File: src/rtl/alu_seq_ctrl_pkg.sv
// Shared opcode encodings, FSM state type and opcode helper for the ALU sequencer.
package alu_seq_ctrl_pkg;

    localparam logic [2:0] ALU_ADD = 3'd0;
    localparam logic [2:0] ALU_SUB = 3'd1;
    localparam logic [2:0] ALU_OR  = 3'd2;
    localparam logic [2:0] ALU_AND = 3'd3;

    typedef enum logic [1:0] {
        ST_IDLE = 2'd0,
        ST_EXEC = 2'd1,
        ST_RESP = 2'd2
    } state_e;

    function automatic logic op_defined(input logic [2:0] op);
        return (op == ALU_ADD) || (op == ALU_SUB) || (op == ALU_OR) || (op == ALU_AND);
    endfunction

endpackage

File: src/rtl/alu_seq_ctrl_alu.sv
// Combinational ALU: ADD/SUB wrap modulo 2^N; undefined opcodes give r=0 and err=1.
module alu_seq_ctrl_alu
    import alu_seq_ctrl_pkg::*;
#(
    parameter int N = 16
) (
    input  logic [2:0]   opcode_i,
    input  logic [N-1:0] a_i,
    input  logic [N-1:0] b_i,
    output logic [N-1:0] r_o,
    output logic         err_o
);

    always_comb begin
        r_o   = '0;
        err_o = !op_defined(opcode_i);
        case (opcode_i)
            ALU_ADD: r_o = a_i + b_i;
            ALU_SUB: r_o = a_i - b_i;
            ALU_OR:  r_o = a_i | b_i;
            ALU_AND: r_o = a_i & b_i;
            default: r_o = '0;
        endcase
    end

endmodule

File: src/rtl/alu_seq_ctrl.sv
// Instruction sequencer: register file + IDLE/EXEC/RESP FSM driving one ALU,
// returning results on a valid/ready channel and writing them back on handshake.
module alu_seq_ctrl
    import alu_seq_ctrl_pkg::*;
#(
    parameter int N    = 16,
    parameter int NREG = 8,
    parameter int AW   = 3
) (
    input  logic          clk,
    input  logic          rst,
    input  logic          in_valid,
    output logic          in_ready,
    input  logic [2:0]    in_op,
    input  logic [AW-1:0] in_rd,
    input  logic [AW-1:0] in_rs1,
    input  logic [AW-1:0] in_rs2,
    input  logic          wr_en,
    output logic          wr_ready,
    input  logic [AW-1:0] wr_addr,
    input  logic [N-1:0]  wr_data,
    output logic          out_valid,
    input  logic          out_ready,
    output logic [AW-1:0] out_rd,
    output logic [N-1:0]  out_data,
    output logic          out_err
);

    state_e        state_q;
    logic [2:0]    op_q;
    logic [AW-1:0] rd_q, rs1_q, rs2_q;
    logic [N-1:0]  regs_q [NREG];
    logic [AW-1:0] out_rd_q;
    logic [N-1:0]  out_data_q;
    logic          out_err_q;

    logic [N-1:0]  alu_a, alu_b, alu_r;
    logic          alu_err;

    // Register 0 is never written, so reading it directly always yields 0.
    assign alu_a = regs_q[rs1_q];
    assign alu_b = regs_q[rs2_q];

    alu_seq_ctrl_alu #(.N(N)) u_alu (
        .opcode_i (op_q),
        .a_i      (alu_a),
        .b_i      (alu_b),
        .r_o      (alu_r),
        .err_o    (alu_err)
    );

    assign in_ready  = (state_q == ST_IDLE);
    assign wr_ready  = (state_q == ST_IDLE) && !in_valid;
    assign out_valid = (state_q == ST_RESP);
    assign out_rd    = out_rd_q;
    assign out_data  = out_data_q;
    assign out_err   = out_err_q;

    always_ff @(posedge clk or posedge rst) begin
        if (rst) begin
            state_q    <= ST_IDLE;
            op_q       <= '0;
            rd_q       <= '0;
            rs1_q      <= '0;
            rs2_q      <= '0;
            out_rd_q   <= '0;
            out_data_q <= '0;
            out_err_q  <= 1'b0;
            for (int i = 0; i < NREG; i++) regs_q[i] <= '0;
        end else begin
            case (state_q)
                ST_IDLE: begin
                    // An instruction takes priority; a concurrent load is refused.
                    if (in_valid) begin
                        op_q    <= in_op;
                        rd_q    <= in_rd;
                        rs1_q   <= in_rs1;
                        rs2_q   <= in_rs2;
                        state_q <= ST_EXEC;
                    end else if (wr_en && (wr_addr != '0)) begin
                        regs_q[wr_addr] <= wr_data;
                    end
                end
                ST_EXEC: begin
                    out_data_q <= alu_r;
                    out_rd_q   <= rd_q;
                    out_err_q  <= alu_err;
                    state_q    <= ST_RESP;
                end
                ST_RESP: begin
                    if (out_ready) begin
                        if (!out_err_q && (out_rd_q != '0)) regs_q[out_rd_q] <= out_data_q;
                        state_q <= ST_IDLE;
                    end
                end
                default: state_q <= ST_IDLE;
            endcase
        end
    end

endmodule

File: config.mk
export PLATFORM = sky130hd
export DESIGN_NAME = alu_seq_ctrl
export DESIGN_NICKNAME = d
export VERILOG_FILES = /design/src/rtl/alu_seq_ctrl_pkg.sv /design/src/rtl/alu_seq_ctrl_alu.sv /design/src/rtl/alu_seq_ctrl.sv
export SDC_FILE = /design/constraint.sdc
export NUM_CORES = 1
export LEC_CHECK = 0
export ABC_AREA = 1
export CAP_MARGIN = 15
export CELL_PAD_IN_SITES_DETAIL_PLACEMENT = 1
export CELL_PAD_IN_SITES_GLOBAL_PLACEMENT = 1
export CORE_MARGIN = 2
export CORE_UTILIZATION = 44
export DETAILED_ROUTE_END_ITERATION = 10
export PLACE_DENSITY_LB_ADDON = 0.1
export SLEW_MARGIN = 10
export SYNTH_ARGS = -nofsm -noshare
export SYNTH_HDL_FRONTEND = slang
export SYNTH_SLANG_ARGS = --single-unit
File: constraint.sdc
create_clock -name clk -period 7.35 [get_ports clk]
set_input_delay 1.47 -clock clk [delete_from_list [all_inputs] [get_ports clk]]
set_output_delay 1.47 -clock clk [all_outputs]
set_load 0.05 [all_outputs]
==> results.md, run 1 <==
- Outcome: complete, no violations
- Average cell area after synthesis: 6.77 um^2
- Final setup vio count: 0
- Setup_tns: 0 ps
- Worst slew pin tran: 1180 ps
- Min cycle time layout: 4640 ps
- H-tree depth: 4
- Placer congestion estimate: 0.889
- Syn. warnings: 0
- Post-synth top cells: 435 x nand2_1, 207 x o21ai_0, 186 x inv_1
- Multi-input logic area: 0.00558 mm^2
- Final Power: 7.08 mW
- Max VDD drop: 0.273 mV
- Die Y: 161 um
- CP arrival: 4950 ps
- Leakage power: 5.48 nW
- Post-CTS setup buffer count: 0
- Wirelength, routed: 44400 um
- Starting density of the core: 44.6%
- Core area: 0.0242 mm^2
- Synthesized instance count: 1598
- Post-synth EDFFs: 0
- Most common flop cell mapped by yosys: dfrtp_1
- Final hold violation count: 0
- Die X: 161 um
- Slowest CP cell: buf_4
- Fillers: 3230
- First-pass GRT wire length: 69600 um
- Total congestion overflow: 0
- Worst-Skew Late Latency: 450 ps
- DRC viols: 0
- Biggest area consumer among synthesized cells: dfrtp_1
- Vias: 11.7k
- Proportion of layout cells with a drive suffix above 1: 5.36%
- Register area share after synthesis: 37.5%
- Flip-flop and latch area: 0.00406 mm^2
- CTS resizes: 0
- CTS clk-pin slew, worst paths: 70 ps
- Synthesized net count: 1653
- CTS tree: done
- Share of the synthesized area in the top cell type: 37.5%
- Maximum Capacitance Violations: 0
- Initial antenna violation count: 0
- Slew HR: 21.0%
- Cell mode on critical path: nand2_1
- Slowest stage delay, CP: 480 ps
- Die area: 0.0259 mm^2
- Vias in the first global route: 12.1k
- Async set-reset flop share out of synthesis: 100%
- Final HPWL DP: 29200 um
- PwrDens: 584 mW/mm^2
- Drt pass-1 iters: 5
- Hold-fix buffers at CTS: 0
- Synth Register Bits: 162
- Post-layout util: 50.0%
- 1st-iter DRT viols: 900
- Cell Area, Synth: 0.0108 mm^2
- Fmax: 215 MHz
- Hold crit path type: flop to flop
- Post-detailed-route wirelength per cell: 23.0 um
- Count leader, synth: nand2_1
- Quantity of I/O buffers inserted on ports: 58
- Final nets: 1647
- Kind of critical path: flop to flop
- Largest net degree at the start of global routing: 76
- Distinct cells, synth: 35
- RSZ-0062 raised after global routing: no
- Clk_skew: 17.4 ps
- CP Cell Sequence: buf_4, inv_2, o211ai_1, nand2_1, nand2_1, nand2_1, inv_1, ha_1, nand3_1, o31ai_4, xor2_1, ha_1, nand2_1, a21oi_1, a211oi_1, nand3_1, nand2_1, nand2_1, o21ai_0, nand3_1, nand2_1, o21ai_0
- All-Layer GR Usage: 35.2%
- CTS Sinks: 162
- Row cnt: 57
- Post-DRT Antenna Nets: 0
- TritonCTS Buffers: 17
- Deepest clock path buffer count: 2
- Setup crit start kind: flop
- Clk root buf: clkbuf_16
- Worst-path fanout max: 39
- IO Count: 59
- Largest cells by area after synthesis: dfrtp_1 37%, nand2_1 15%, o21ai_0 9.6%, inv_1 6.5%, o22ai_1 5.9%
- Final cycle utilization of the critical path: 63.2%
- Vias/cell: 6.08
- Worst Path Required: 7650 ps
- Pins Over Slew Limit: 0
- Ant. Diodes: 0
- Layout area overhead: 12.0%
- Setup crit end kind: flop
-- power by group --
| part | internal, mW | switching, mW |
|---|---|---|
| clock network | 0.477 | 0.439 |
| logic | 1.39 | 3.33 |
| registers | 1.21 | 0.234 |
| total | 3.08 | 4.00 |
-- cell type report --
cell class	instances	area share, %
sequential	162	33.5
tap	324	3.35
clock inverter	15	1.20
inverter	198	6.18
timing repair buffer	82	6.28
clock buffer	17	3.51
multi-input combinational	1131	46.0
-- worst max-delay path: cells and delay by family (launching register included) --
family	cells	cell delay, ps
AO/OA/AOI/OAI	6	1120
buffers and inverters	3	1080
AND/OR/NAND/NOR	10	1260
XOR/XNOR	1	190
adder cells (fa/ha/maj)	2	480
flip-flops	1	330
-- state kept, by name (all words and copies together) (netlist names) --
| name | count |
|---|---|
| out_rd | 3 |
| out_data | 16 |
| regs_q | 128 |
| rd_q | 3 |
| rs2_q | 3 |
| rs1_q | 3 |
| op_q | 3 |
| state_q | 2 |
| out_err | 1 |
-- through the flow --
stage,cell area (um^2),cells,hold slack (ps),setup WS (ps)
3_3_place_gp,11500,1897,366,2820
3_5_place_dp,11500,1897,372,2740
5_1_grt,12100,1929,404,2400
4_1_cts,12100,1929,390,2780
2_1_floorplan,10800,1598,429,1500
6_report,12100,1929,384,2710
-- path summary, 6_finish.rpt --
path,cells past startpoint,end,startpoint,slack [ps]
max in group asynchronous,3,rs2_q[0]$_DFFE_PP0P_,rst,4620
max,22,out_data[13]$_DFFE_PP0N_,rs2_q[1]$_DFFE_PP0P_,2710
min,0,regs_q[126]$_DFFE_PP0P_,regs_q[126]$_DFFE_PP0P_,380
max reg2reg,22,out_data[13]$_DFFE_PP0N_,rs2_q[1]$_DFFE_PP0P_,2710
min reg2reg,0,regs_q[126]$_DFFE_PP0P_,regs_q[126]$_DFFE_PP0P_,380
min in group asynchronous,2,regs_q[118]$_DFFE_PP0P_,rst,1450
-- kinds of logic (layout without fill, tap and decap cells) --
family	count (synthesis)	in the layout	share of synthesized area, %
XOR/XNOR	16	16	1.29
AND/OR/NAND/NOR	619	619	23.3
adder cells (fa/ha/maj)	19	19	2.27
multiplexers	3	3	0.312
flip-flops	162	162	37.5
AO/OA/AOI/OAI	474	474	24.0
buffers and inverters	305	312	11.4
-- routing by layer --
metal  part of all wire (%)  global-route usage (%)  vias up
met5                      0                       0        -
met4                    4.9                    16.7        0
met3                    7.5                    5.17      110
met2                     45                    55.5      507
met1                     43                    47.7     5800
li1                       -                       -     5302
-- cell usage in the layout, fill, tap and decap left out, types with 3 or more instances in the layout --
| master | n |
|---|---|
| nand2_1 | 435 |
| o21ai_0 | 207 |
| inv_1 | 184 |
| dfrtp_1 | 160 |
| nand3_1 | 125 |
| o22ai_1 | 102 |
| a21oi_1 | 86 |
| clkdlybuf4s50_1 | 58 |
| o21ai_1 | 44 |
| nor2_1 | 35 |
| buf_4 | 24 |
| ha_1 | 18 |
| clkbuf_16 | 17 |
| xor2_1 | 16 |
| a31oi_1 | 12 |
| nor3_1 | 11 |
| inv_2 | 10 |
| o211ai_1 | 10 |
| inv_6 | 8 |
| nor2_2 | 6 |
| clkinv_1 | 3 |
| a211oi_1 | 3 |
| nand4_1 | 3 |
| mux2_2 | 3 |
Note: power is estimated with default switching activity, not from simulation.
==> run 2, diff against run 1 <==
--- a/config.mk
+++ b/config.mk
@@ -10,7 +10,7 @@
 export CELL_PAD_IN_SITES_DETAIL_PLACEMENT = 1
 export CELL_PAD_IN_SITES_GLOBAL_PLACEMENT = 1
 export CORE_MARGIN = 2
-export CORE_UTILIZATION = 44
+export CORE_UTILIZATION = 40
 export DETAILED_ROUTE_END_ITERATION = 10
 export PLACE_DENSITY_LB_ADDON = 0.1
 export SLEW_MARGIN = 10
==> constraint.sdc (replaced) <==
create_clock -name clk -period 3.8 [get_ports clk]
set_input_delay 0.76 -clock clk [delete_from_list [all_inputs] [get_ports clk]]
set_output_delay 0.76 -clock clk [all_outputs]
set_load 0.05 [all_outputs]
==> run 2 against run 1 <==
Via count about the same; worst setup slack got worse by 2500 ps; sequential share of layout area fell by 1.2 points; largest cell class unchanged.
==> results.md, run 2 (same netlist as run 1, synthesis figures left out) <==
- Hold WS: 387 ps (was 384 ps)
- Post-DRT Antenna Nets: 0 (unchanged)
- Starting density of the core: 40.5% (was 44.6%)
- Vias: 11.7k (about the same)
- Worst-path fanout max: 11 (was 39)
- Die X: 168 um (was 161 um)
- CTS clk-pin slew, worst paths: 80 ps (was 70 ps)
- Min cycle time layout: 3590 ps (was 4640 ps)
- Die area: 0.0284 mm^2 (was 0.0259 mm^2)
- PwrDens: 1150 mW/mm^2 (was 584 mW/mm^2)
- TritonCTS Buffers: 17 (unchanged)
- IO Count: 59 (unchanged)
- Final hold violation count: 0 (unchanged)
- Quantity of I/O buffers inserted on ports: 58 (unchanged)
- Initial antenna violation count: 0 (unchanged)
- Outcome: complete, no violations (unchanged)
- Largest net degree at the start of global routing: 126 (was 76)
- Proportion of layout cells with a drive suffix above 1: 8.47% (was 5.36%)
- Final setup vio count: 0 (unchanged)
- Total congestion overflow: 0 (unchanged)
- Non-filler cells, final: 1982 (was 1929)
- Fmax: 278 MHz (was 215 MHz)
- Setup_tns: 0 ps (unchanged)
- Final HPWL DP: 31800 um (was 29200 um)
- CTS tree: done (unchanged)
- Drt pass-1 iters: 5 (unchanged)
- Core area: 0.0267 mm^2 (was 0.0242 mm^2)
- Setup WS post-layout: 207 ps (was 2710 ps)
- CTS Sinks: 162 (unchanged)
- Worst slew pin tran: 998 ps (was 1180 ps)
- 1st-iter DRT viols: 931 (was 900)
- CP arrival: 3910 ps (was 4950 ps)
- Final cycle utilization of the critical path: 94.6% (was 63.2%)
- Worst-Skew Late Latency: 450 ps (about the same)
- Worst Path Required: 4120 ps (was 7650 ps)
- Deepest clock path buffer count: 2 (unchanged)
- DRC viols: 0 (unchanged)
- Setup crit end kind: flop (unchanged)
- Commonest non-fill, non-tap cell in the layout: nand2_1 (unchanged)
- Wirelength, routed: 46100 um (was 44400 um)
- Setup crit start kind: flop (unchanged)
- Max VDD drop: 0.740 mV (was 0.273 mV)
- Leakage power: 5.71 nW (was 5.48 nW)
- Final nets: 1683 (was 1647)
- Slew HR: 33.4% (was 21.0%)
- Die Y: 168 um (was 161 um)
- H-tree depth: 4 (unchanged)
- DP Worst Slack: 30.7 ps (was 2740 ps)
- Max FFs per register: 128 (unchanged)
- Placed insts: 1942 (was 1897)
- Most flop-heavy register: regs_q (unchanged)
- Row cnt: 60 (was 57)
- All-Layer GR Usage: 32.9% (was 35.2%)
- Pins Over Slew Limit: 0 (unchanged)
- Kind of critical path: flop to flop (unchanged)
- Vias/cell: 5.92 (was 6.08)
- Clk_skew: 15.7 ps (was 17.4 ps)
- Clk root buf: clkbuf_16 (unchanged)
- Maximum Capacitance Violations: 0 (unchanged)
- Post-detailed-route wirelength per cell: 23.3 um (was 23.0 um)
- Hold crit path type: flop to flop (unchanged)
- Final Power: 14.5 mW (was 7.08 mW)
- Most frequent cells in the layout: 429 x nand2_1, 204 x o21ai_0, 184 x inv_1, 160 x dfrtp_1, 121 x nand3_1 (was 435 x nand2_1, 207 x o21ai_0, 184 x inv_1, 160 x dfrtp_1, 125 x nand3_1)
- Ant. Diodes: 0 (unchanged)
- First-pass GRT wire length: 71000 um (was 69600 um)
- Vias in the first global route: 12.0k (was 12.1k)
- Layout area overhead: 16.1% (was 12.0%)
- Placer congestion estimate: 0.897 (was 0.889)
## run 2: changes by cell type in the layout (fill, tap and decap cells not counted), moves of 3 or more
| cell | change |
|---|---|
| o21ai_0 | -3 |
| o21ai_2 | +4 |
| nand2_2 | +6 |
| nand3_1 | -4 |
| nand3_2 | +4 |
| buf_4 | +28 |
| buf_12 | +7 |
| nand2_1 | -6 |
## run 2: where the power goes
| part | total (mW) | switching [mW] | leakage [nW] | internal [mW] |
|---|---|---|---|---|
| logic | 9.93 | 6.71 | 3.26 | 3.22 |
| registers | 2.75 | 0.404 | 2.17 | 2.35 |
| clock network | 1.78 | 0.852 | 0.277 | 0.927 |
| total | 14.5 | 7.97 | 5.71 | 6.49 |
## run 2: cell type report
| cell class | count | area (um^2) |
|---|---|---|
| fill | 3447 | 14200 |
| timing repair buffer | 118 | 1140 |
| tap | 341 | 427 |
| inverter | 198 | 753 |
| clock inverter | 14 | 143 |
| clock buffer | 18 | 429 |
| multi-input combinational | 1131 | 5620 |
| sequential | 162 | 4060 |
## run 2: stage by stage
step                      cell area [um^2]  utilization [%]
final                                12600             47.0
after global routing                 12600             47.0
after CTS                            12400             46.5
after detailed placement             11900             44.3
after global placement               11900             44.3
after floorplan                      10800                -
## run 2: worst paths after layout
path                                             to               startpoint  cells after the start  slack [ps]
min in group asynchronous    regs_q[18]$_DFFE_PP0P_                      rst                      2         560
max in group asynchronous      rs1_q[0]$_DFFE_PP0P_                      rst                      3        2240
setup reg to reg           out_data[11]$_DFFE_PP0N_     rs2_q[1]$_DFFE_PP0P_                     20         210
hold reg to reg             regs_q[126]$_DFFE_PP0P_  regs_q[126]$_DFFE_PP0P_                      0         390
hold / removal              regs_q[126]$_DFFE_PP0P_  regs_q[126]$_DFFE_PP0P_                      0         390
setup / recovery           out_data[11]$_DFFE_PP0N_     rs2_q[1]$_DFFE_PP0P_                     20         210
## run 2: repair_timing
| item | in CTS | in global routing |
|---|---|---|
| buffers inserted | 0 | 7 |
| setup endpoints to repair | 1 | 7 |
| cloned | 0 | 1 |
| resized for setup | 1 | 21 |
| hold buffers | 0 | 0 |
| pin swaps | 0 | 11 |
| hold endpoints to repair | 0 | 0 |
## run 2: worst max-delay path, stage by stage (launching register included)
cell and delay, ps:
dfrtp_1 410, inv_2 150, buf_4 230, nand3_1 110
nand3_2 120, nand2_2 120, inv_2 70, nor2_2 150
nand3_2 110, o31ai_4 290, xor2_1 190, ha_1 300
nand2_1 130, a21oi_1 60, a211oi_2 200, nand3_2 160
buf_4 170, o21ai_0 190, nand3_1 140, nand2_1 70
o21ai_0 80
## run 2: routing by layer
metal	wire (um)	vias to the layer above	GRT usage (%)
met4	2190	0	15.2
li1	-	5378	-
met2	21600	436	54.6
met1	19800	5817	43.3
met3	2510	97	3.81
met5	0	-	0
